**src/rtl/seq_detector.sv**
```systemverilog
// rtl/seq_detector.sv - serial bit-pattern detector with KMP fallback
//
// Purpose:
//   Samples one serial bit per rising edge and emits a registered one-cycle
//   pulse each time PATTERN (MSB received first) has been seen. The state is
//   the length of the longest pattern prefix that matches the most recent
//   input bits. The next-state table is derived from PATTERN at elaboration
//   time, so any pattern of width 2..16 is handled without hand-written arcs.
//
// Parameters:
//   PATTERN_W  pattern length in bits (2..16)
//   PATTERN    pattern to detect, MSB first on the wire
//   OVERLAP    1: overlapping matches, 0: non-overlapping matches
//   COUNT_W    match counter width (used only with SEQ_DET_COUNT_EN)
//
// Ports:
//   i_clk           sole clock, rising edge
//   i_rst           synchronous active-high reset
//   i_sequence_in   serial data bit
//   o_detector_out  registered one-cycle match pulse
//   o_match_count   saturating match count (only with SEQ_DET_COUNT_EN)
//
// Build option:
//   SEQ_DET_COUNT_EN  compiles in the saturating match counter and its port.

module seq_detector #(
  parameter int                   PATTERN_W = 4,
  parameter logic [PATTERN_W-1:0] PATTERN   = 4'b1101,
  parameter bit                   OVERLAP   = 1'b1,
  parameter int                   COUNT_W   = 8
) (
  input  logic               i_clk,
  input  logic               i_rst,
  input  logic               i_sequence_in,
  output logic               o_detector_out
`ifdef SEQ_DET_COUNT_EN
  ,
  output logic [COUNT_W-1:0] o_match_count
`endif
);

  localparam int SW = $clog2(PATTERN_W);

  typedef logic [SW-1:0] state_t;
  localparam state_t S0 = '0;

  // Bit i of the pattern counted from the first bit received.
  function automatic logic pbit(input int i);
    logic [15:0] p;
    p = 16'(PATTERN);
    return p[4'(PATTERN_W - 1 - i)];
  endfunction

  // Bit idx of the string formed by the first k pattern bits followed by b.
  function automatic logic sbit(input int k, input logic b, input int idx);
    return (idx < k) ? pbit(idx) : b;
  endfunction

  // Longest j <= max_j such that the last j bits of (prefix_k, b) equal the
  // first j bits of the pattern.
  function automatic int border(input int k, input logic b, input int max_j);
    int   best;
    logic ok;
    best = 0;
    for (int j = 1; j <= max_j; j++) begin
      ok = 1'b1;
      for (int i = 0; i < j; i++) begin
        if (sbit(k, b, k + 1 - j + i) != pbit(i)) ok = 1'b0;
      end
      if (ok) best = j;
    end
    return best;
  endfunction

  // State reached after a full match: the longest proper border of the
  // pattern when overlapping, otherwise start over.
  localparam int FALLBACK = OVERLAP ?
    border(PATTERN_W - 1, pbit(PATTERN_W - 1), PATTERN_W - 1) : 0;

  // Table indexed by {state, bit}.
  state_t                 w_next_tbl [2*PATTERN_W];
  logic [2*PATTERN_W-1:0] w_hit_tbl;

  for (genvar gk = 0; gk < PATTERN_W; gk++) begin : g_state
    for (genvar gb = 0; gb < 2; gb++) begin : g_bit
      localparam int J = border(gk, (gb != 0), gk + 1);
      assign w_hit_tbl[2*gk+gb]  = (J == PATTERN_W);
      assign w_next_tbl[2*gk+gb] = state_t'((J == PATTERN_W) ? FALLBACK : J);
    end
  end

  state_t        r_state;
  logic          r_detector_out;
  logic [SW:0]   w_idx;
  state_t        w_next;
  logic          w_hit;

  assign w_idx  = {r_state, i_sequence_in};
  assign w_next = w_next_tbl[w_idx];
  assign w_hit  = w_hit_tbl[w_idx];

`ifdef SEQ_DET_COUNT_EN
  logic [COUNT_W-1:0] r_match_count;
  assign o_match_count = r_match_count;
`endif

  always_ff @(posedge i_clk) begin
    if (i_rst) begin
      r_state        <= S0;
      r_detector_out <= 1'b0;
`ifdef SEQ_DET_COUNT_EN
      r_match_count  <= '0;
`endif
    end else begin
      r_state        <= w_next;
      r_detector_out <= w_hit;
`ifdef SEQ_DET_COUNT_EN
      // Saturates at all-ones; only reset clears it.
      if (w_hit && (r_match_count != '1)) begin
        r_match_count <= r_match_count + COUNT_W'(1);
      end
`endif
    end
  end

  assign o_detector_out = r_detector_out;

endmodule

```
**config.mk**
```make
export PLATFORM = sky130hd
export DESIGN_NAME = seq_detector
export DESIGN_NICKNAME = d
export VERILOG_FILES = /design/src/rtl/seq_detector.sv
export SDC_FILE = /design/constraint.sdc
export NUM_CORES = 1
export LEC_CHECK = 0
export CORE_AREA = 2 2 39 41
export CTS_BUF_LIST = sky130_fd_sc_hd__clkbuf_2
export DETAILED_ROUTE_END_ITERATION = 12
export DIE_AREA = 0 0 41 43
export HOLD_SLACK_MARGIN = 0.02
export MAX_ROUTING_LAYER = met4
export PLACE_DENSITY_LB_ADDON = 0.12
export SETUP_SLACK_MARGIN = 0.05
export SLEW_MARGIN = 20
export SYNTH_ARGS = -nofsm -noshare
export SYNTH_HDL_FRONTEND = slang
export SYNTH_SLANG_ARGS = --single-unit
```
**constraint.sdc**
```tcl
create_clock -name i_clk -period 1.2 [get_ports i_clk]
set_input_delay 0.24 -clock i_clk [delete_from_list [all_inputs] [get_ports i_clk]]
set_output_delay 0.24 -clock i_clk [all_outputs]
set_load 0.005 [all_outputs]
```
# After elaboration in Yosys (flattened, before gate mapping)
# Memories as Yosys holds them, arrays and structs flattened. A register that Yosys moved wholly into a read port is not among the register bits.
# Index checks and enable logic that the tools add are counted.
# Widths: inputs -> output; s select.
dict set report classes {
  bitwise 1
}
# operator count
set op_table {}
lappend op_table {{$not 3->4} 1}
dict set report word_totals {
  register_bits 0
  mem_bits_ro 24
  inputBits 3
  output_inout_bits 1
  word_cells 3
  memories 2
}
# memory words width rd rd_ports_with_merged_regs wr line_no
set memory_table {}
lappend memory_table {{(name not given)} 8 2 1 1 0 99} ;# assign w_next = w_next_tbl[w_idx];
lappend memory_table {{(name not given)} 8 1 1 1 0 100} ;# assign w_hit = w_hit_tbl[w_idx];

# Longest topological paths before layout
dict set report depth {
  ltp_word 1
  ltp_mapped 4
  mapped_depth_nobuf 4
}

# Least setup slack after synthesis
# OpenSTA, ideal clock, no wires.
dict set report synth_timing {
  kind {reg-to-reg}
  startpoint {reg r_state[0]}
  endpoint {reg r_state[0]}
  setup_time_ns 0.114
  t_arrival_ns 0.788
  t_required_ns 1.086
  path_slack_ns 0.297
  stages_incl_launch_ff 5
  n_path_buf 0
  cell_sequence {dfxtp_1 inv_1 ha_1 mux2i_1 nor2_1}
}
dict set report synth_via {
  elab_chain_cells 1
}
# element line_no
set synth_lines {}
lappend synth_lines {{from (decl)} 92} ;# state_t r_state;
lappend synth_lines {{$not 3->4 (implied by the code)} 99}
# No other way between the ends.

# Worst setup path after layout
dict set report layout_timing {
  startpoint {in i_sequence_in}
  endpoint {reg r_state[0]}
}
dict set report layout_via {
  elab_chain_cells 1
}
# element line_no
set layout_lines {}
lappend layout_lines {{from (decl)} 34} ;# input logic i_sequence_in,
lappend layout_lines {{$not 3->4 (implied by the code)} 99}
# No other way between the ends.

==> results.md <==
* Synthesized instance count at 12
* Placed insts at 32
* Fill count at 156
* Most frequent cells in the layout: clkbuf_2 (4), dfxtp_1 (3), ha_1 (2), clkdlybuf4s50_1 (2)
* Root buffer cell: clkbuf_2
* CTS H-tree lvls at 1
* CP Capture Point: r_state[0]$_SDFF_PP0_
* Max cap viols at 0
* Flops & latches, synth at 3
* GP Congestion at 0.595
* CP startpoint: i_sequence_in
* Reg2reg end: r_state[0]$_SDFF_PP0_
* Critical path class: primary input to flop
* Register area at 60.1 µm²
* DRT iter0 DRCs at 0
* Pint at 0.000209 W
* Worst-Margin Slew at 0.125 ns
* Register area share after synthesis at 44.4%
* Post-route antenna net violation count at 0
* Area share of fa/ha/maj cells after synthesis at 18.5%
* Cells on worst reg2reg path at 4
* CTS tree: yes
* Routed vias at 99
* Ant diodes at 0
* Global-route wire length before repair at 434 µm
* Synth unique cells at 9
* Post-CTS Hold Buffers at 0
* Setup TNS at 0 ns
* Clk sinks at 3
* Setup repair bufs after CTS at 0
* Port buffer count at 3
* Placement Rows at 14
* RSZ-0062 raised after global routing: no
* Commonest non-fill, non-tap cell in the layout: clkbuf_2
* DRC viols at 0
* Compound-Gate Fraction of Synth Area at 6.48%
* Post-CTS Resized at 1
* Synth area leaders: dfxtp_1 (44%), ha_1 (19%), and4b_1 (7.4%)
* Worst hold path class: flop to flop
* Routed WL at 265 µm
* Crit path time final at 1.09 ns
* Mapped Area at 135 µm²
* Switching power at 0.0000669 W
* Post-route cell area at 211 µm²
* Post-synthesis xor/xnor area fraction at 0%
* CP Launch Type: primary input
* Non-Filler Instances at 36
* CTS Buf Count at 3
* Arr. time, crit path at 1.19 ns
* Worst VDD drop at 0.000124 V
* Fmax at 915 MHz
* CTS max path bufs at 2
* Wire per inst at 7.36 µm
* Syn Nets at 17
* Starting Density at 9.76%
* Clock Power Share at 50.8%
* Largest family of logic cells by synthesized area: simple AND/OR/NAND/NOR gates
* NumNets Final at 26
* PD cells at 1310 nW/µm²
* Reg power frac at 39.7%
* Multi-input logic area at 71.3 µm²
* Maximum fanout along the worst path at 3
* Initial antenna violation count at 0
* Synth top area share at 44.4%
* Clock Skews at 0.00599 ns
* Warnings, synthesis at 0
* Die area at 1760 µm²
* Syn avg cell area at 11.3 µm²
* Area after DPL at 193 µm²
* Gr usage total at 4.51%
* Layout area overhead at 56.5%
* Outcome: finished, final reports clean
* Vias in the first global route at 110
* Mux cell area share after synthesis at 7.41%
* Layout cell share with drive strength beyond 1 at 30.0%
* Switching portion of total power at 24.2%
* Setup crit end kind: flop
* Gr ovfl total at 0
* Via/cell ratio at 2.75
* # IOs at 4
* Final setup fails at 0
* Comb power frac at 9.5%
* FF-to-FF Start: r_state[0]$_SDFF_PP0_
* Area leader, netlist: dfxtp_1
* Die width at 41 µm
* Largest net degree at the start of global routing at 5
* Core area at 1380 µm²
* Fin util at 15.3%
* Die height at 43 µm
* R2R setup slack at 0.20 ns
* Fin. Hold Viols at 0
* DR pass1 iterations at 1
* Leak at 0.0948 nW
* Slew margin rel. at 91.5%
* Simple-gate share of the synthesized area at 20.4%
* Slew Viols, Final at 0
* Crit share post-route at 91.0%
* Worst-Skew Late Latency at 0.20 ns
* WP data required at 1.30 ns
* Reg clk slew, reported paths at 0.04 ns
[metrics by stage]
step,hold slack (ns),setup slack [ns],power [W]
2_1_floorplan,0.302,0.297,0.000123
3_3_place_gp,0.569,-0.110,0.000138
3_5_place_dp,0.553,-0.115,0.000138
4_1_cts,0.565,0.125,0.000289
5_1_grt,0.593,0.0569,0.000291
6_report,0.559,0.108,0.000276
[worst max-delay path: stages]
cell,delay [ns]
clkdlybuf4s50_1,0.45
ha_1,0.31
mux2i_1,0.14
nor2_1,0.05
[power by group through the flow]
stage                     Clock, W  Sequential [W]  Combinational [W]
after detailed placement         0        0.000111          0.0000265
after global routing      0.000151        0.000111          0.0000292
after global placement           0        0.000111          0.0000264
final                     0.000140        0.000110          0.0000262
after floorplan                  0        0.000110          0.0000129
after CTS                 0.000153        0.000110          0.0000264
[how the worst min path moves through the flow]
stage | depth (start not counted) | endpoint | from | slack, ns
2_1_floorplan | 1 | r_state[1]$_SDFF_PP0_ | i_rst | 0.30
3_3_place_gp | 2 | r_state[0]$_SDFF_PP0_ | r_state[1]$_SDFF_PP0_ | 0.57
3_5_place_dp | 2 | r_state[0]$_SDFF_PP0_ | r_state[1]$_SDFF_PP0_ | 0.55
4_1_cts | 2 | r_state[0]$_SDFF_PP0_ | r_state[1]$_SDFF_PP0_ | 0.56
5_1_grt | 2 | r_state[0]$_SDFF_PP0_ | r_state[1]$_SDFF_PP0_ | 0.59
6_report | 2 | r_state[0]$_SDFF_PP0_ | r_state[1]$_SDFF_PP0_ | 0.56
[flip-flops by register name, indices dropped and copies added (netlist names)]
name            count
o_detector_out      1
r_state             2
[synthesized netlist by cell type (all sizes together)]
cell type	instances
dfxtp	3
and4b	1
ha	2
nand2b	1
a21oi	1
nor2	1
or2b	1
inv	1
mux2i	1
[layer usage]
| layer | global-route usage [%] | share of wire, % | wire (µm) | up-vias |
|---|---|---|---|---|
| met5 | - | 0 | 0 | - |
| li1 | - | - | - | 56 |
| met2 | 4.38 | 52 | 138 | 2 |
| met1 | 4.78 | 40 | 107 | 41 |
| met4 | 8.00 | 0 | 0 | 0 |
| met3 | 1.57 | 7.2 | 19 | 0 |
[layout make-up]
cell class                      instances  share of cell area, %
Multi-Input combinational cell          8                   33.7
Sequential cell                         3                   28.4
Timing Repair Buffer                    4                   17.2
Clock buffer                            4                   9.47
Tap cell                               16                   9.47
Inverter                                1                   1.78
[cell families after synthesis]
group	after synthesis
compound gates	1
buf+inv	1
flops	3
simple gates	4
mux	1
fa+ha+maj	2
Note: power is estimated with default switching activity, not from simulation.
==> variant 1 (config.mk and constraints unchanged) <==
The option `SEQ_DET_COUNT_EN` is turned on by a define.
--- a/src/rtl/seq_detector.sv
+++ b/src/rtl/seq_detector.sv
@@ -24,2 +24,4 @@
 //   SEQ_DET_COUNT_EN  compiles in the saturating match counter and its port.
+
+`define SEQ_DET_COUNT_EN
 
Check against the original RTL (old outputs only; new: o_match_count): equivalent (Yosys induction, for registers that start in step).
==> variant 1 against the unedited design <==
Design area rose to 5.0 times the old value; the flow now finishes with violations (negative setup slack); routed wire length rose to 7.0 times the old value; final cell count grew to 3.3 times the old value; register-to-register slack got worse by 350 ps; sequential cell count is 8 higher; hold slack worse by 27 ps; area after synthesis grew to 4.2 times the old value; sequential share of layout area down 6.2 points; critical path type is now reg -> reg; sequential power grew to 3.4 times the old value; largest power group is now sequential cells; critical path depth is the same; worst setup slack lost 260 ps; power rose by 140%.
==> variant 1: results <==
[hold_path]
min_from = "i_sequence_in"
hold_path_end = "r_state[0]"
hold_path.class = "in -> reg"
number_of_instances_on_the_worst_hold_path = 4

[synth]
dominantRegCellSynth = "sky130_fd_sc_hd__dfxtp_1"
yosys_warning_count = 0
postSynth.asyncResetShare_pct = 0
synth_area_leaders = "sky130_fd_sc_hd__dfxtp_1 (39%), sky130_fd_sc_hd__ha_1 (6.6%), sky130_fd_sc_hd__mux2i_1 (5.3%)"
synth-seq-area-share_pct = 38.68
netlist_top_cells_count = "sky130_fd_sc_hd__dfxtp_1 (11), sky130_fd_sc_hd__a211oi_1 (4), sky130_fd_sc_hd__a21oi_1 (4), sky130_fd_sc_hd__nor2_1 (4)"
mappedNetlistNets = 66
synth_cell_types = 30

[global_route]
grt.total_usage_pct = 24.69
number_of_global_route_vias_before_repair = 648
initial_antenna_violation_count = 0
largest_net_degree_at_the_start_of_global_routing = 8
grt_first_pass_wirelength_mm = 2.808

[layout]
largest_reg_flops = 8
nets = 108
n_fill_cell = 91
drive_above_1_share_pct = 64.36
num_antenna_cells = 0

[worst_setup_path]
r2r_start = "o_match_count[4]"
arrival_ps = 1530
setup.worst_path.end = "o_match_count[0]"
crit_type = "reg -> reg"
worst-r2r-cell-count = 4
worst-path-max-fanout = 5

[run_status]
failed_checks = "negative setup slack"
status = "finished, violations left"

[drt]
detailedRoute.firstIterationViolations = 10
dr.max_layer_used = "met4"
met3RoutedLength_um = 76
drt_wl_total_mm = 1.861
met2WireLength_mm = 1.019
drt_first_pass_iters = 4
vias = 674
met1Wirelength_um = 739

[power]
cellInternalPower_mw = 0.4841
power.leakage_nw = 0.4438
power.combinational.total_mw = 0.0505
peakVddDrop_mv = 0.5021
seqPwrFrac_pct = 56.8

[sta]
finalSetupViolCount = 8
finalClockSkew_ps = 1.791
worst-slew-pin-transition_ps = 286.9
worst_slack_ps = -149.4
whs_ps = 532.5

[clocking]
clk_latency_worst_skew_pair_ps = 280
cts-root-buf = "sky130_fd_sc_hd__clkbuf_2"
cts.reportedPaths.clkPinSlew_ps = 120
cts_inserted_buffers = 3
ctsLongestPathBuffers = 2
htree_num_levels = 1

[placement]
gp_congestion = 0.7671
port_buffers = 11
hpwl_um = 988.1
dp_slack_ps = -491.1
-- variant 1: area by class of cell --
cell class                      count  share of cell area (%)
Multi-Input combinational cell     44                   40.71
Timing Repair Buffer               40                   32.54
Sequential cell                    11                   22.25
Clock buffer                        4                   1.893
Tap cell                           16                   1.893
Inverter                            2                  0.7101
-- variant 1: through the flow --
stage / total power [mW] / setup TNS, ps / cells / instance area [um^2] / utilization [%]
finish: 0.6607 / -763.5 / 117 / 1057 / 76.40
global route: 0.6778 / -1025 / 117 / 1057 / 76.40
detailed placement: 0.4277 / -4037 / 97 / 803.3 / 58.05
CTS: 0.6563 / -510.3 / 117 / 1036 / 74.86
global placement: 0.4251 / -3705 / 97 / 803.3 / 58.05
floorplan: 0.4056 / -63.17 / 60 / 591.8 / -
-- variant 1: cell families (layout without fill, tap and decap cells) --
family,Yosys count,in the layout,share of synthesized area [%]
DFF,11,11,38.68
adders and majority gates,3,3,6.594
muxes,4,4,7.912
AOI/OAI and AO/OA,14,14,17.80
buffers and inverters,5,46,4.175
and+or+nand+nor,23,23,24.84
-- variant 1: per-layer routing --
| metal | global-route usage, % | vias up |
|---|---|---|
| met3 | 4.712 | 4 |
| met5 | - | - |
| li1 | - | 310 |
| met1 | 25.41 | 339 |
| met2 | 40.94 | 21 |
| met4 | 14.00 | 0 |
-- variant 1: critical path, cell delays in order (launching register included) --
cell and delay (ps):
sky130_fd_sc_hd__dfxtp_2 340, sky130_fd_sc_hd__buf_4 130, sky130_fd_sc_hd__and3_2 270, sky130_fd_sc_hd__a21oi_4 200
sky130_fd_sc_hd__mux2_4 310
-- variant 1: what timing repair did --
item	4_1_cts	5_1_grt
pin swaps	18	1
endpoints found under the setup margin	17	10
gates resized for setup	45	5
hold buffers	0	0
setup buffers	16	0
==> variant 2 (same flow settings) <==
Without the edit above. Put one more register stage on the output `o_detector_out`, cleared by the reset. The value now appears one clock later. Comments in the files are not updated.
--- a/src/rtl/seq_detector.sv
+++ b/src/rtl/seq_detector.sv
@@ -125,3 +125,9 @@
 
-  assign o_detector_out = r_detector_out;
+  always_ff @(posedge i_clk) begin
+    if (i_rst) begin
+      o_detector_out <= '0;
+    end else begin
+      o_detector_out <= r_detector_out;
+    end
+  end
 
Function: changed (a bounded check fails within 10 cycles, from zero or initial values and one cycle with i_rst high).
==> variant 2 against the unedited design <==
Worst setup slack improved by 1.8 ps; area after synthesis rose by 24%; count of clock-buffer cells in the layout fell by 1; via count rose by 17%; sequential cell count rose by 1; clock power fell by 13%; routed wire length rose by 11%; power rose by 6.6%; core utilization rose by 2.0 points; design area rose by 13%; combinational power rose by 14%; final cell count rose by 2.8%.
==> variant 2: results <==
[run_status]
status = "finished clean"

[layout]
nets = 28
layoutNonFillerInstCount = 37
drive_above_1_share_pct = 28.57
num_antenna_cells = 0

[drt]
vias = 116
drt_first_pass_iters = 2
detailedRoute.firstIterationViolations = 1
drt_wl_total_um = 294

[synth]
synth_cell_types = 10
netlist_top_cells_count = "sky130_fd_sc_hd__dfxtp_1 (4), sky130_fd_sc_hd__ha_1 (2)"
synth.avg_cell_area_um2 = 11.98
mappedNetlistNets = 19
synth-seq-area-share_pct = 47.76

[placement]
dp_slack_ps = -112.8
placed_instances = 34
placed_cell_area_um2 = 225.2
gp_congestion = 0.6416

[power]
peakVddDrop_mv = 0.1391
power.leakage_nw = 0.1019

[sta]
finalClockSkew_ps = 0.4782
slew-limit-headroom_pct = 91.86

[worst_setup_path]
worst_path_dominant_cell_family = "buffers and inverters"
slowest_stage = "sky130_fd_sc_hd__clkdlybuf4s50_1"
worst-path-max-fanout = 3

[clocking]
clk_latency_worst_skew_pair_ps = 200

[global_route]
number_of_global_route_vias_before_repair = 143
grt_first_pass_wirelength_um = 579
## variant 2: cell count changes after synthesis
cell / before / now
sky130_fd_sc_hd__nand2b_4: 0 / 1
sky130_fd_sc_hd__nor2b_1: 0 / 1
sky130_fd_sc_hd__dfxtp_1: 3 / 4
sky130_fd_sc_hd__or2b_1: 1 / 0
## variant 2: worst paths after layout
kind,from,endpoint,slack [ps],depth (start not counted)
worst max-delay path,i_sequence_in,r_state[0],110,4
worst min-delay path,r_detector_out,o_detector_out,440,1
worst max register to register,r_state[0],r_state[0],220,4
worst min register to register,r_detector_out,o_detector_out,440,1
## variant 2: area by class of cell
cell class,instances,area [um^2]
clock buffer,3,15.01
fill,156,1145
inverter,1,3.754
multi-input combinational,9,83.83
sequential,4,80.08
tap,16,20.02
timing repair buffer,4,36.28
## variant 2: report_power, final
| part | switching [mW] | internal (mW) | leakage [nW] |
|---|---|---|---|
| combinational | 0.0110 | 0.0189 | 0.0569 |
| clock | 0.0543 | 0.0672 | 0.0125 |
| sequential | 0.00469 | 0.138 | 0.0326 |
| total | 0.0700 | 0.225 | 0.102 |
## variant 2: repair_timing
item,in CTS,in global routing
buffers inserted,0,0
gates resized for setup,1,0
hold buffers,0,0
endpoints found under the setup margin,1,0
## variant 2: cells by family (layout without fill, tap and decap cells)
logic type / count (synthesis) / count (layout) / share of synthesized area [%]
mux: 1 / 1 / 5.970
simple gates: 5 / 5 / 23.88
compound gates: 1 / 1 / 5.225
buf+inv: 1 / 8 / 2.237
fa+ha+maj: 2 / 2 / 14.92
flops: 4 / 4 / 47.76
## variant 2: layer usage
metal	global-route usage, %	up-vias	wire (um)
li1	-	60	-
met1	6.070	52	135
met2	5.313	4	140
met3	2.094	0	18
met4	10.00	0	0
met5	-	-	0
## variant 2: metrics by stage
stage	TNS (ps)	total power, mW	hold WS [ps]	util, %
final	0	0.2946	437.4	17.27
after CTS	0	0.3043	444.5	17.27
after detailed placement	-121.7	0.1759	434.5	16.27
after global routing	0	0.3221	461.5	17.27
after global placement	-146.3	0.1764	426.7	16.27
after floorplan	0	0.1605	302.4	-
